File: src/rtl/setup_stim_pkg.sv
// Shared types and default sizes for the setup/hold stimulus launcher.
package setup_stim_pkg;

    localparam int unsigned DEF_WIDTH = 3;
    localparam int unsigned DEF_CNT_W = 8;

    typedef enum logic [1:0] {
        IDLE  = 2'd0,
        SETUP = 2'd1,
        HOLD  = 2'd2
    } stim_state_e;

endpackage

File: src/rtl/stim_down_cnt.sv
// Loadable down counter shared by the setup and hold phases; saturates at zero.
module stim_down_cnt #(
    parameter int unsigned CNT_W = 8
) (
    input  logic             clk,
    input  logic             rst,
    input  logic             load,
    input  logic [CNT_W-1:0] load_val,
    input  logic             dec,
    output logic [CNT_W-1:0] cnt,
    output logic             zero_c
);

    // Load takes priority; decrement stops at zero so the count never wraps.
    always_ff @(posedge clk or posedge rst) begin
        if (rst) begin
            cnt <= '0;
        end else if (load) begin
            cnt <= load_val;
        end else if (dec && (cnt != '0)) begin
            cnt <= cnt - CNT_W'(1);
        end
    end

    assign zero_c = (cnt == '0);

endmodule

File: src/rtl/setup_stim_gen.sv
// Launches a data vector, then toggles the masked strobe bits after a
// programmed setup margin and holds them active for a programmed time.
module setup_stim_gen
    import setup_stim_pkg::*;
#(
    parameter int unsigned WIDTH     = DEF_WIDTH,
    parameter int unsigned CNT_W     = DEF_CNT_W,
    parameter logic        STRB_IDLE = 1'b0
) (
    input  logic             clk,
    input  logic             rst,
    input  logic             start,
    input  logic [WIDTH-1:0] data_in,
    input  logic [WIDTH-1:0] strb_mask,
    input  logic [CNT_W-1:0] setup_cyc,
    input  logic [CNT_W-1:0] hold_cyc,
    output logic [WIDTH-1:0] d_out,
    output logic [WIDTH-1:0] strb_out,
    output logic             busy,
    output logic             done,
    output logic             drop
);

    localparam logic [WIDTH-1:0] IDLE_VEC = {WIDTH{STRB_IDLE}};

    stim_state_e      state, state_nxt;
    logic [WIDTH-1:0] mask_q, mask_nxt;
    logic [CNT_W-1:0] hold_q, hold_nxt;
    logic [WIDTH-1:0] d_nxt, strb_nxt;
    logic             busy_nxt, done_nxt, drop_nxt;
    logic             cnt_load, cnt_dec, cnt_zero_c;
    logic [CNT_W-1:0] cnt_val, cnt;

    // A hold of zero cycles is stretched to one so the strobe always pulses.
    function automatic logic [CNT_W-1:0] hold_load(input logic [CNT_W-1:0] h);
        return (h == '0) ? '0 : h - CNT_W'(1);
    endfunction

    stim_down_cnt #(.CNT_W(CNT_W)) u_cnt (
        .clk      (clk),
        .rst      (rst),
        .load     (cnt_load),
        .load_val (cnt_val),
        .dec      (cnt_dec),
        .cnt      (cnt),
        .zero_c   (cnt_zero_c)
    );

    // State register and registered outputs.
    always_ff @(posedge clk or posedge rst) begin
        if (rst) begin
            state    <= IDLE;
            mask_q   <= '0;
            hold_q   <= '0;
            d_out    <= '0;
            strb_out <= IDLE_VEC;
            busy     <= 1'b0;
            done     <= 1'b0;
            drop     <= 1'b0;
        end else begin
            state    <= state_nxt;
            mask_q   <= mask_nxt;
            hold_q   <= hold_nxt;
            d_out    <= d_nxt;
            strb_out <= strb_nxt;
            busy     <= busy_nxt;
            done     <= done_nxt;
            drop     <= drop_nxt;
        end
    end

    // Next-state, counter control and next output values.
    always_comb begin
        state_nxt = state;
        mask_nxt  = mask_q;
        hold_nxt  = hold_q;
        d_nxt     = d_out;
        strb_nxt  = strb_out;
        busy_nxt  = busy;
        done_nxt  = 1'b0;
        drop_nxt  = 1'b0;
        cnt_load  = 1'b0;
        cnt_val   = '0;
        cnt_dec   = 1'b0;

        // Requests are only taken in IDLE; anything else is reported and lost.
        if (start && (state != IDLE)) begin
            drop_nxt = 1'b1;
        end

        case (state)
            IDLE: begin
                busy_nxt = 1'b0;
                if (start) begin
                    d_nxt    = data_in;
                    mask_nxt = strb_mask;
                    hold_nxt = hold_cyc;
                    busy_nxt = 1'b1;
                    cnt_load = 1'b1;
                    if (setup_cyc == '0) begin
                        strb_nxt  = IDLE_VEC ^ strb_mask;
                        state_nxt = HOLD;
                        cnt_val   = hold_load(hold_cyc);
                    end else begin
                        state_nxt = SETUP;
                        cnt_val   = setup_cyc - CNT_W'(1);
                    end
                end
            end
            SETUP: begin
                if (cnt_zero_c) begin
                    strb_nxt  = IDLE_VEC ^ mask_q;
                    state_nxt = HOLD;
                    cnt_load  = 1'b1;
                    cnt_val   = hold_load(hold_q);
                end else begin
                    cnt_dec = 1'b1;
                end
            end
            HOLD: begin
                if (cnt_zero_c) begin
                    strb_nxt  = IDLE_VEC;
                    done_nxt  = 1'b1;
                    state_nxt = IDLE;
                end else begin
                    cnt_dec = 1'b1;
                end
            end
            default: begin
                state_nxt = IDLE;
            end
        endcase
    end

endmodule

File: config.mk
export PLATFORM = sky130hd
export DESIGN_NAME = setup_stim_gen
export DESIGN_NICKNAME = d
export VERILOG_FILES = /design/src/rtl/setup_stim_pkg.sv /design/src/rtl/stim_down_cnt.sv /design/src/rtl/setup_stim_gen.sv
export SDC_FILE = /design/constraint.sdc
export NUM_CORES = 1
export LEC_CHECK = 0
export CAP_MARGIN = 20
export CORE_UTILIZATION = 50
export CTS_CLUSTER_SIZE = 28
export DETAILED_ROUTE_END_ITERATION = 16
export GPL_TIMING_DRIVEN = 0
export PLACE_DENSITY = 0.76
export SYNTH_ARGS = -nofsm -noshare
export SYNTH_HDL_FRONTEND = slang
export SYNTH_SLANG_ARGS = --single-unit
File: constraint.sdc
create_clock -name clk -period 4.6 [get_ports clk]
set_input_delay 0.92 -clock clk [delete_from_list [all_inputs] [get_ports clk]]
set_output_delay 0.92 -clock clk [all_outputs]
set_load 0.05 [all_outputs]
==> results_dict.tcl, run 1 <==
set metrics [dict create \
    drive_above_1_share 0.0989 \
    yosysMostFrequentCell "nand2_1" \
    leakagePower_uw 0.00109 \
    track_usage 0.229 \
    ys_warn_count 0 \
    cts_buffers 5 \
    worstSkewPairLatency_ps 280 \
    setup-tns-final_ps 0 \
    grt_pass1_vias 1572 \
    rows 23 \
    clkSinkCount 30 \
    drc 0 \
    synth.area.top_cells "dfrtp_1, nand2_1, ha_1" \
    synth-xor-area-share 0.0805 \
    syn_avg_cell_area_um2 8.91 \
    ir_drop_mv 0.391 \
    drt_first_pass_iters 4 \
    max_slew.worst_pin.slew_ps 629 \
    grt_start_max_net_pins 17 \
    startpoint_type "primary input" \
    cts_tree "built" \
    ff2ff_path_depth 7 \
    drt_iter0_drc 98 \
    viasPerCell 5.43 \
    rsz0062_at_grt "false" \
    clk_pin_slew_ps 60 \
    synth_mux_area_frac 0.0357 \
    cts_hold_buf 0 \
    synth.largest_area_cell "dfrtp_1" \
    antenna_found_initial 0 \
    finalCritPeriodShare 0.648 \
    crit_fanout 8 \
    synth_compound_area_frac 0.175 \
    drv_slew 0 \
    slew_headroom 0.580 \
    die_area_mm2 0.00440 \
    cts.repair.resized 0 \
    fin_crit_ps 2980 \
    yosysUniqueCellTypes 51 \
    gp_congestion 0.837 \
    grt_pass1_wl_mm 7.36 \
    ys_seq_area_frac 0.363 \
    ant_nets 0 \
    grt_overflow 0 \
    area_growth_pct 24.1 \
    cts-root-buf "clkbuf_8" \
    outcome "finished, final reports clean" \
    hold_depth 2 \
    io_pins 34 \
    postCtsSetupRepairBufs 0 \
    max-cap-violations 0 \
    crit_arrival_ps 3150 \
    wl_per_cell_um 13.8 \
    yosys.area_share.adder 0.0665 \
    design.core.area_mm2 0.00397 \
    ys_top_cells_by_count "nand2_1, dfrtp_1, inv_1" \
    start_util 0.521 \
    ys_dominant_reg_cell "dfrtp_1" \
    max_freq_ghz 0.335 \
    async_reset_ff_frac 1.00 \
    syn-instance-count 232 \
    min_path_type "register to register" \
    finalHoldViolations 0 \
    wl_mm 4.46 \
    synth_nets 268 \
    whs_ps 483 \
    synth_top_family_by_area "simple AND/OR/NAND/NOR gates" \
    yosys.area_share.simple 0.227 \
    dp_hpwl_mm 3.48 \
    die_height_um 66.3 \
    synth-edff-count 0 \
    fin_worst_skew_ps 3.76 \
    io_buffers 33 \
    setup_violations 0 \
    yosys.area.top_type_share 0.363 \
    final_nets 309 \
    n_antenna_cell 0 \
    utilization 0.647 \
    clk_path_buf_depth 2 \
    ys_seq_elements 30 \
    worst-endpoint-required_ps 4770 \
    powerDensity_mw_per_mm2 597 \
    final_area_mm2 0.00257 \
    synth.cell_area_mm2 0.00207 \
    path_class "primary input to register" \
    die_width_um 66.3 \
    htree_levels 2 \
    vias 1753 \
    finalPower_uw 1530 \
    placed_area_mm2 0.00249 \
    end_kind "register" \
]
## per-layer routing
metal / up-vias / GRT usage / wire, um
met5: - / 0 / 0
met4: 0 / 0.0691 / 41
met3: 6 / 0.0569 / 233
met2: 48 / 0.333 / 1990
met1: 808 / 0.332 / 2200
li1: 891 / - / -
## worst max-delay path, cell delays in order
cell and delay (ps):
clkdlybuf4s50_1 450, inv_1 100, ha_1 130, nor4b_2 500, and2_1 210, buf_2 190
mux2i_1 110, nor2_2 190, mux2_2 360
## layout make-up
| class | count | area [um2] |
|---|---|---|
| plain buffers | 8 | 38.8 |
| clock buffers | 5 | 68.8 |
| clock inverters | 2 | 10.0 |
| fillers | 352 | 1400 |
| inverters | 18 | 67.6 |
| multi-input cells | 176 | 1210 |
| flip-flops and latches | 30 | 751 |
| well taps | 50 | 62.6 |
| repair buffers | 34 | 358 |
## layout by cell type (no fill, tap or decap), drive strengths merged, types with 10 or more instances in the layout
master / instances
clkbuf: 10
clkdlybuf4s50: 33
dfrtp: 30
ha: 11
inv: 18
nand2: 38
nor2: 15
o21ai: 13
xnor2: 13
## power breakdown
part	internal, uW	switching [uW]
sequential	388	101
clock	101	96.9
combinational	357	489
total	847	687
## metrics by stage
stage                     instances  setup WS (ps)
final                           323           1620
after floorplan                 232           2100
after global routing            323           1470
after detailed placement        316           1320
after global placement          315           1340
after CTS                       323           1620
## path summary, 6_finish.rpt
| kind | endpoint | slack (ps) | start |
|---|---|---|---|
| worst max-delay path | strb_out[1] | 1620 | setup_cyc[0] |
| worst min register to register | d_out[2] | 480 | d_out[2] |
| worst min-delay path | d_out[2] | 480 | d_out[2] |
| min in group asynchronous | strb_out[1] | 1010 | rst |
| worst max register to register | strb_out[1] | 2310 | u_cnt.cnt[0] |
| max in group asynchronous | state[0] | 3080 | rst |
## cells by family (layout without fill, tap and decap cells)
family                   count (synthesis)  in the layout
AND/OR/NAND/NOR                         91             91
flip-flops                              30             30
multiplexers                             7              7
adder cells (fa/ha/maj)                 11             11
buffers and inverters                   26             67
XOR/XNOR                                19             19
AO/OA/AOI/OAI                           48             48
## sequential cells by signal, indices dropped and copies added (netlist names)
signal,cells
strb_out,3
drop,1
done,1
hold_q,8
u_cnt.cnt,8
busy,1
d_out,3
state,2
mask_q,3
(Power assumes the default switching activity.)
==> run 2, diff against run 1 <==
--- a/config.mk
+++ b/config.mk
@@ -6,7 +6,7 @@
 export NUM_CORES = 1
 export LEC_CHECK = 0
 export CAP_MARGIN = 20
-export CORE_UTILIZATION = 50
+export CORE_UTILIZATION = 48
 export CTS_CLUSTER_SIZE = 28
 export DETAILED_ROUTE_END_ITERATION = 16
 export GPL_TIMING_DRIVEN = 0
==> constraint.sdc (replaced) <==
create_clock -name clk -period 2.7 [get_ports clk]
set_input_delay 0.54 -clock clk [delete_from_list [all_inputs] [get_ports clk]]
set_output_delay 0.54 -clock clk [all_outputs]
set_load 0.05 [all_outputs]
==> run 2 against run 1 <==
  * Combinational power rose by 73%
  * Critical path type unchanged
  * Flip-flop and latch count stayed put
  * Sequential share of layout area shrank 0.24 points
  * Critical endpoint is now u_cnt.cnt[7]
  * Via count rose by 2.7%
  * Final area grew 0.83%
  * Non-clock buffer count is the same
  * Clock skew increased by 4.2 ps
  * Clock power rose by 88%
==> results_dict.tcl, run 2 (synthesis results as in run 1) <==
set metrics [dict create \
    outcome "finished, final reports clean" \
    ir_drop_mv 0.637 \
    sw_frac_of_total 0.449 \
    crit_arrival_ps 2720 \
    powerDensity_mw_per_mm2 1030 \
    drc 0 \
    end_kind "register" \
    grt_overflow 0 \
    layout_common_cells "nand2_1, clkdlybuf4s50_1, dfrtp_1, inv_1" \
    wl_per_cell_um 14.9 \
    wl_mm 4.82 \
    reg_top3 "hold_q: 8 flops, u_cnt.cnt: 8 flops" \
    drt_iter0_drc 99 \
    cts-root-buf "clkbuf_8" \
    whs_endpoint "busy" \
    placed_area_mm2 0.00249 \
    die_width_um 67.6 \
    finalCritPeriodShare 0.949 \
    rows 23 \
    pwr-share-comb 0.547 \
    cts_tree "built" \
    start_util 0.510 \
    min_path_type "register to register" \
    startpoint_type "primary input" \
    dpl_worst_slack_ps -180 \
    crit_fanout 6 \
    fillers 354 \
    area_growth_pct 25.2 \
    setup_violations 0 \
    finalHoldViolations 0 \
    p_switching_uw 1200 \
    design.core.area_mm2 0.00406 \
    ff2ff_path_depth 7 \
    fin_ws_ps 138 \
    die_height_um 67.6 \
    final_nets 309 \
    top_layer "met4" \
    grt_pass1_wl_mm 7.99 \
    path_class "primary input to register" \
    max-cap-violations 0 \
    clk_pin_slew_ps 60 \
    clk_path_buf_depth 2 \
    rsz0062_at_grt "false" \
    dp_hpwl_mm 3.68 \
    leakagePower_uw 0.00110 \
    n_antenna_cell 0 \
    fin_worst_skew_ps 7.97 \
    sequentialPowerShare 0.314 \
    route.met3.wl_um 165 \
    vias 1801 \
    ant_nets 0 \
    fin_crit_ps 2560 \
    gp_congestion 0.845 \
    viasPerCell 5.56 \
    drt_first_pass_iters 4 \
    drive_above_1_share 0.0985 \
    cts_hold_buf 0 \
    timing.reg2reg.setup_slack_ps 400 \
    p_int_uw 1480 \
    hold_depth 1 \
    clkSinkCount 30 \
    io_buffers 33 \
    worst-endpoint-required_ps 2860 \
    htree_levels 2 \
    io_pins 34 \
    holdCritStartpoint "busy" \
    final_area_mm2 0.00259 \
    grt_start_max_net_pins 25 \
    worstReg2RegEnd "strb_out[0]" \
    cts_buffers 5 \
    die_area_mm2 0.00458 \
    drv_slew 0 \
    met2WireLength_mm 2.29 \
    clkPwrFrac 0.139 \
    max_slew.worst_pin.slew_ps 547 \
    grt_pass1_vias 1714 \
    final_common_cell "nand2_1" \
    slew_headroom 0.635 \
    r2r-start "u_cnt.cnt[0]" \
    max_freq_ghz 0.390 \
    antenna_found_initial 0 \
    whs_ps 480 \
    track_usage 0.238 \
    worstSkewPairLatency_ps 280 \
    m1WireLength_mm 2.32 \
]
-- run 2: cell types whose count changed in the layout (fill, tap and decap cells not counted) --
| cell | before | now |
|---|---|---|
| nor4b_2 | 1 | 0 |
| clkinv_2 | 2 | 1 |
| nor4b_4 | 0 | 1 |
| clkbuf_8 | 5 | 6 |
| clkbuf_1 | 5 | 6 |
-- run 2: worst max path at each step --
stage / startpoint / end / slack, ps / cells past startpoint
global route: hold_cyc[0] / u_cnt.cnt[6] / 60 / 8
floorplan: setup_cyc[0] / strb_out[0] / 580 / 8
global placement: setup_cyc[0] / strb_out[2] / -170 / 9
CTS: setup_cyc[0] / strb_out[2] / 110 / 9
finish: hold_cyc[0] / u_cnt.cnt[7] / 140 / 8
detailed placement: setup_cyc[0] / strb_out[2] / -180 / 9
-- run 2: power by group through the flow --
| stage | Sequential, uW | Clock [uW] | Combinational [uW] |
|---|---|---|---|
| floorplan | 991 | 0 | 902 |
| global route | 871 | 396 | 1610 |
| CTS | 838 | 377 | 1460 |
| detailed placement | 847 | 0 | 1450 |
| global placement | 835 | 0 | 1410 |
| finish | 841 | 372 | 1460 |
-- run 2: routing by layer --
| layer | GRT usage | vias to the layer above |
|---|---|---|
| met5 | 0 | - |
| met4 | 0.0745 | 0 |
| met3 | 0.0456 | 4 |
| met2 | 0.377 | 39 |
| met1 | 0.325 | 863 |
| li1 | - | 895 |
-- run 2: what timing repair did --
action | CTS | global route
hold endpoints to repair | 0 | 0
resized for setup | 0 | 1
setup buffers | 0 | 0
endpoints found under the setup margin | 0 | 3
-- run 2: cell type report --
class	instances	area (um2)	share of cell area
Sequential cell	30	751	0.290
Clock inverter	1	5.00	0.00193
Buffer	8	38.8	0.0150
Timing Repair Buffer	34	358	0.138
Clock buffer	7	86.3	0.0333
Tap cell	50	62.6	0.0242
Multi-Input combinational cell	176	1220	0.471
Inverter	18	67.6	0.0261
-- run 2: per-stage QoR --
step | total power (uW) | utilization | TNS (ps) | std cells
2_1_floorplan | 1890 | - | 0 | 232
3_3_place_gp | 2250 | 0.607 | -989 | 315
3_5_place_dp | 2290 | 0.613 | -957 | 316
4_1_cts | 2680 | 0.636 | 0 | 324
5_1_grt | 2880 | 0.638 | 0 | 324
6_report | 2680 | 0.638 | 0 | 324
-- run 2: critical path: stages --
cell	delay, ps
clkdlybuf4s50_1	530
inv_1	130
ha_1	150
or4b_1	470
o211ai_2	290
or2_2	170
o22ai_1	80
o32a_1	350
==> run 3, diff against run 2 <==
--- a/config.mk
+++ b/config.mk
@@ -11,6 +11,7 @@
 export DETAILED_ROUTE_END_ITERATION = 16
 export GPL_TIMING_DRIVEN = 0
 export PLACE_DENSITY = 0.76
+export SKIP_LAST_GASP = 1
 export SYNTH_ARGS = -nofsm -noshare
 export SYNTH_HDL_FRONTEND = slang
 export SYNTH_SLANG_ARGS = --single-unit
==> results of run 3 <==
Same layout as run 2: the final DEF is identical, and so are final timing and power.
==> variant 1, RTL diff (flow settings as in run 2) <==
Take the reset off `hold_q` and load it in a clocked block of its own.
--- a/src/rtl/setup_stim_gen.sv
+++ b/src/rtl/setup_stim_gen.sv
@@ -53,3 +53,2 @@
             mask_q   <= '0;
-            hold_q   <= '0;
             d_out    <= '0;
@@ -62,3 +61,2 @@
             mask_q   <= mask_nxt;
-            hold_q   <= hold_nxt;
             d_out    <= d_nxt;
@@ -69,2 +67,6 @@
         end
+    end
+
+    always_ff @(posedge clk) begin
+        hold_q <= hold_nxt;
     end
Behaviour: same outputs for any inputs over 10 cycles, from zero or initial values and one cycle with rst high; that may be too few to reach the edited logic, so the function may still have changed.
==> variant 1 against run 2 <==
  * Synthesized cell count fell by 3.9%
  * Highest routed layer unchanged
  * Cell area is 1.8% lower
  * Critical path depth rose by 1
  * Hold slack got worse by 0.0065 ns
  * Routed wire length decreased by 5.3%
  * Synthesized area decreased by 1.5%
  * Worst setup slack better by 0.080 ns
  * Via count decreased by 2.3%
  * Total power is 11% lower
  * Global-route usage decreased by 1.1 points
  * Sequential cell count did not move
  * Sequential power decreased by 5.7%
==> variant 1: results <==
{
  "hpwlAfterDp_um": 3500,
  "seq_area_frac_synth_pct": 38.8,
  "p_sw_mw": 1.04,
  "buf_share_pct": 14.4,
  "synthTopCellsByCount": "23 x inv_1, 22 x dfrtp_1, 22 x nand2_1",
  "synth.area.top_cells": "dfrtp_1 27%, edfxtp_1 12%, ha_1 6.8%",
  "status": "finished clean",
  "timing.hold.ws_ns": 0.474,
  "cp_max_fo": 8,
  "async_flop_share_pct": 73.3,
  "tightest_slew_ns": 0.843,
  "clock_cell_area_share_pct": 3.59,
  "r2r_end": "strb_out[1]",
  "drt_iter0_markers": 116,
  "routed-wl-met3_um": 144,
  "num-multi-input-gates": 166,
  "crit_arrival_ns": 2.64,
  "syn2layout_area_growth_pct": 24.8,
  "use_met2_pct": 37.1,
  "peakVddDrop_v": 0.000515,
  "grt_util_all_layers_pct": 22.8,
  "power.leakage_nw": 1.07,
  "ff_latch_area_um2": 791,
  "hold_end": "d_out[2]",
  "nNetsFinal": 301,
  "crit_family": "buffers and inverters",
  "postPlaceCellArea_um2": 2430,
  "dpl_worst_slack_ns": -0.157,
  "layout-drive-gt1-share_pct": 8.65,
  "timing.critical_path.from": "setup_cyc[0]",
  "n_sequential_cell": 30,
  "wl_met2_um": 2260,
  "met3_usage_pct": 5.41,
  "hold_start": "d_out[2]",
  "buffers": 39,
  "gr-usage-met1_pct": 29.1,
  "multi_input_area_um2": 1140,
  "critPathMaxStageDelay_ns": 0.45,
  "synth_edf_count": 8,
  "grt_max_degree": 23,
  "finClkSkew_ns": 0.00691,
  "syn_nets": 259
}
[variant 1: changes by cell type in the layout (fill, tap and decap cells not counted), sizes merged, moves of 3 or more]
cell	before	now
edfxtp	0	8
inv	18	23
o22a	3	0
dfrtp	30	22
nor3b	8	4
nand2	38	22
xnor2	13	8
o211ai	6	2
o221ai	3	0
a21oi	4	10
a211oi	0	3
nor3	8	13
[variant 1: power by group through the flow]
stage               registers (mW)  logic [mW]  clock network, mW
CTS                          0.792        1.20              0.384
global placement             0.792        1.17                  0
finish                       0.793        1.20              0.382
global route                 0.817        1.32              0.413
detailed placement           0.800        1.19                  0
floorplan                    0.954       0.683                  0
[variant 1: cell families after synthesis]
group	after synthesis	synth area share [%]
buffers and inverters	27	5.28
flip-flops	30	38.8
AND/OR/NAND/NOR	81	21.5
AO/OA/AOI/OAI	52	17.5
XOR/XNOR	14	6.02
multiplexers	8	4.12
adder cells (fa/ha/maj)	11	6.76
==> variant 2, RTL diff (settings of run 2) <==
Made on the original files. The package constant `DEF_CNT_W` goes from 8 to 6.
--- a/src/rtl/setup_stim_pkg.sv
+++ b/src/rtl/setup_stim_pkg.sv
@@ -4,3 +4,3 @@
     localparam int unsigned DEF_WIDTH = 3;
-    localparam int unsigned DEF_CNT_W = 8;
+    localparam int unsigned DEF_CNT_W = 6;
 
Ports: changed (resized hold_cyc and setup_cyc); port bits go from 34 to 30. No check against the original RTL was run, so the function may have changed too.
==> variant 2 against run 2 <==
  * Combinational power fell by 14%
  * Worst setup slack improved by 0.048 ns
  * Total power shrank 21%
  * Routed wire length is 27% lower
  * Sequential cell count decreased by 4
  * First-iteration DRC count shrank 41%
  * Cell area is 20% lower
  * Synthesized area decreased by 19%
  * Core utilization is 1.5 points lower
  * Hold slack worse by 0.031 ns
  * Largest cell class unchanged
==> variant 2: results <==
{
  "rrSetupSlack_ns": 0.50,
  "tightest_slew_ns": 0.718,
  "synth.area.top_cells": "dfrtp_1 39%, ha_1 8.2%, nand2_1 7.2%",
  "crit_family": "simple AND/OR/NAND/NOR gates",
  "postPlaceCellArea_um2": 2020,
  "r2r_end": "u_cnt.cnt[4]",
  "insertion_delay_ns": 0.31,
  "die_area_um2": 3730,
  "num_vias": 1462,
  "ys_types": 41,
  "reg_top3": "hold_q: 6 flops, u_cnt.cnt: 6 flops",
  "cts_buffers": 3,
  "place.gp.congestion": 0.824,
  "grt_max_degree": 27,
  "crit_arrival_ns": 2.73,
  "critPathMaxStageDelay_ns": 0.44,
  "synthTopCellsByCount": "32 x nand2_1, 26 x dfrtp_1, 18 x inv_1",
  "syn-instance-count": 199,
  "power.leakage_nw": 0.936,
  "io_buffers": 29,
  "finalWirelength_um": 3490,
  "status": "finished clean",
  "min_path_type": "in2async",
  "synth-compound-area-share_pct": 14.9,
  "htree_levels": 1,
  "viasPerCell": 5.26,
  "cp_max_fo": 8,
  "peakVddDrop_v": 0.000708,
  "setup_slack_ns": 0.185,
  "reg2reg_from": "state[0]",
  "layout-drive-gt1-share_pct": 6.03,
  "synth_xor_area_share_pct": 6.27
}
## variant 2: how the worst max path moves through the flow
| stage | startpoint | end |
|---|---|---|
| after floorplan | setup_cyc[0] | u_cnt.cnt[5] |
| after CTS | setup_cyc[0] | strb_out[1] |
| after global routing | setup_cyc[0] | u_cnt.cnt[5] |
| after detailed placement | setup_cyc[0] | strb_out[1] |
| final | setup_cyc[0] | u_cnt.cnt[4] |
| after global placement | setup_cyc[0] | strb_out[0] |
## variant 2: routing by layer
metal | wire (um) | vias up | GRT usage (%)
met3 | 133 | 4 | 3.78
met5 | 0 | - | 0
met2 | 1590 | 37 | 32.5
li1 | - | 743 | -
met4 | 24 | 0 | 5.19
met1 | 1740 | 678 | 31.5
## variant 2: logic make-up after synthesis
group,after synthesis
adders and majority gates,11
xor gates and xnor gates,12
DFF,26
muxes,4
AOI/OAI and AO/OA,39
and+or+nand+nor,83
buffers and inverters,24
## variant 2: stage by stage
step                      hold WS (ns)  setup TNS (ns)
after CTS                        0.494               0
after global placement           0.461          -0.811
after global routing             0.457               0
final                            0.450               0
after floorplan                  0.449               0
after detailed placement         0.462           -1.01
## variant 2: cell type report
class | count | area [um2]
clock buffers | 3 | 22.5
well taps | 46 | 57.6
inverters | 18 | 67.6
multi-input cells | 149 | 938
plain buffers | 6 | 23.8
flip-flops and latches | 26 | 651
fillers | 326 | 1260
repair buffers | 30 | 318
## variant 2: where the power goes
part	switching [mW]	leakage (nW)	internal, mW
logic	0.726	0.600	0.523
registers	0.139	0.322	0.572
clock network	0.108	0.0138	0.0522
## variant 2: repair_timing
item / CTS / global route
gates resized for setup: 0 / 1
endpoints found under the setup margin: 0 / 3
buffers inserted: 0 / 0
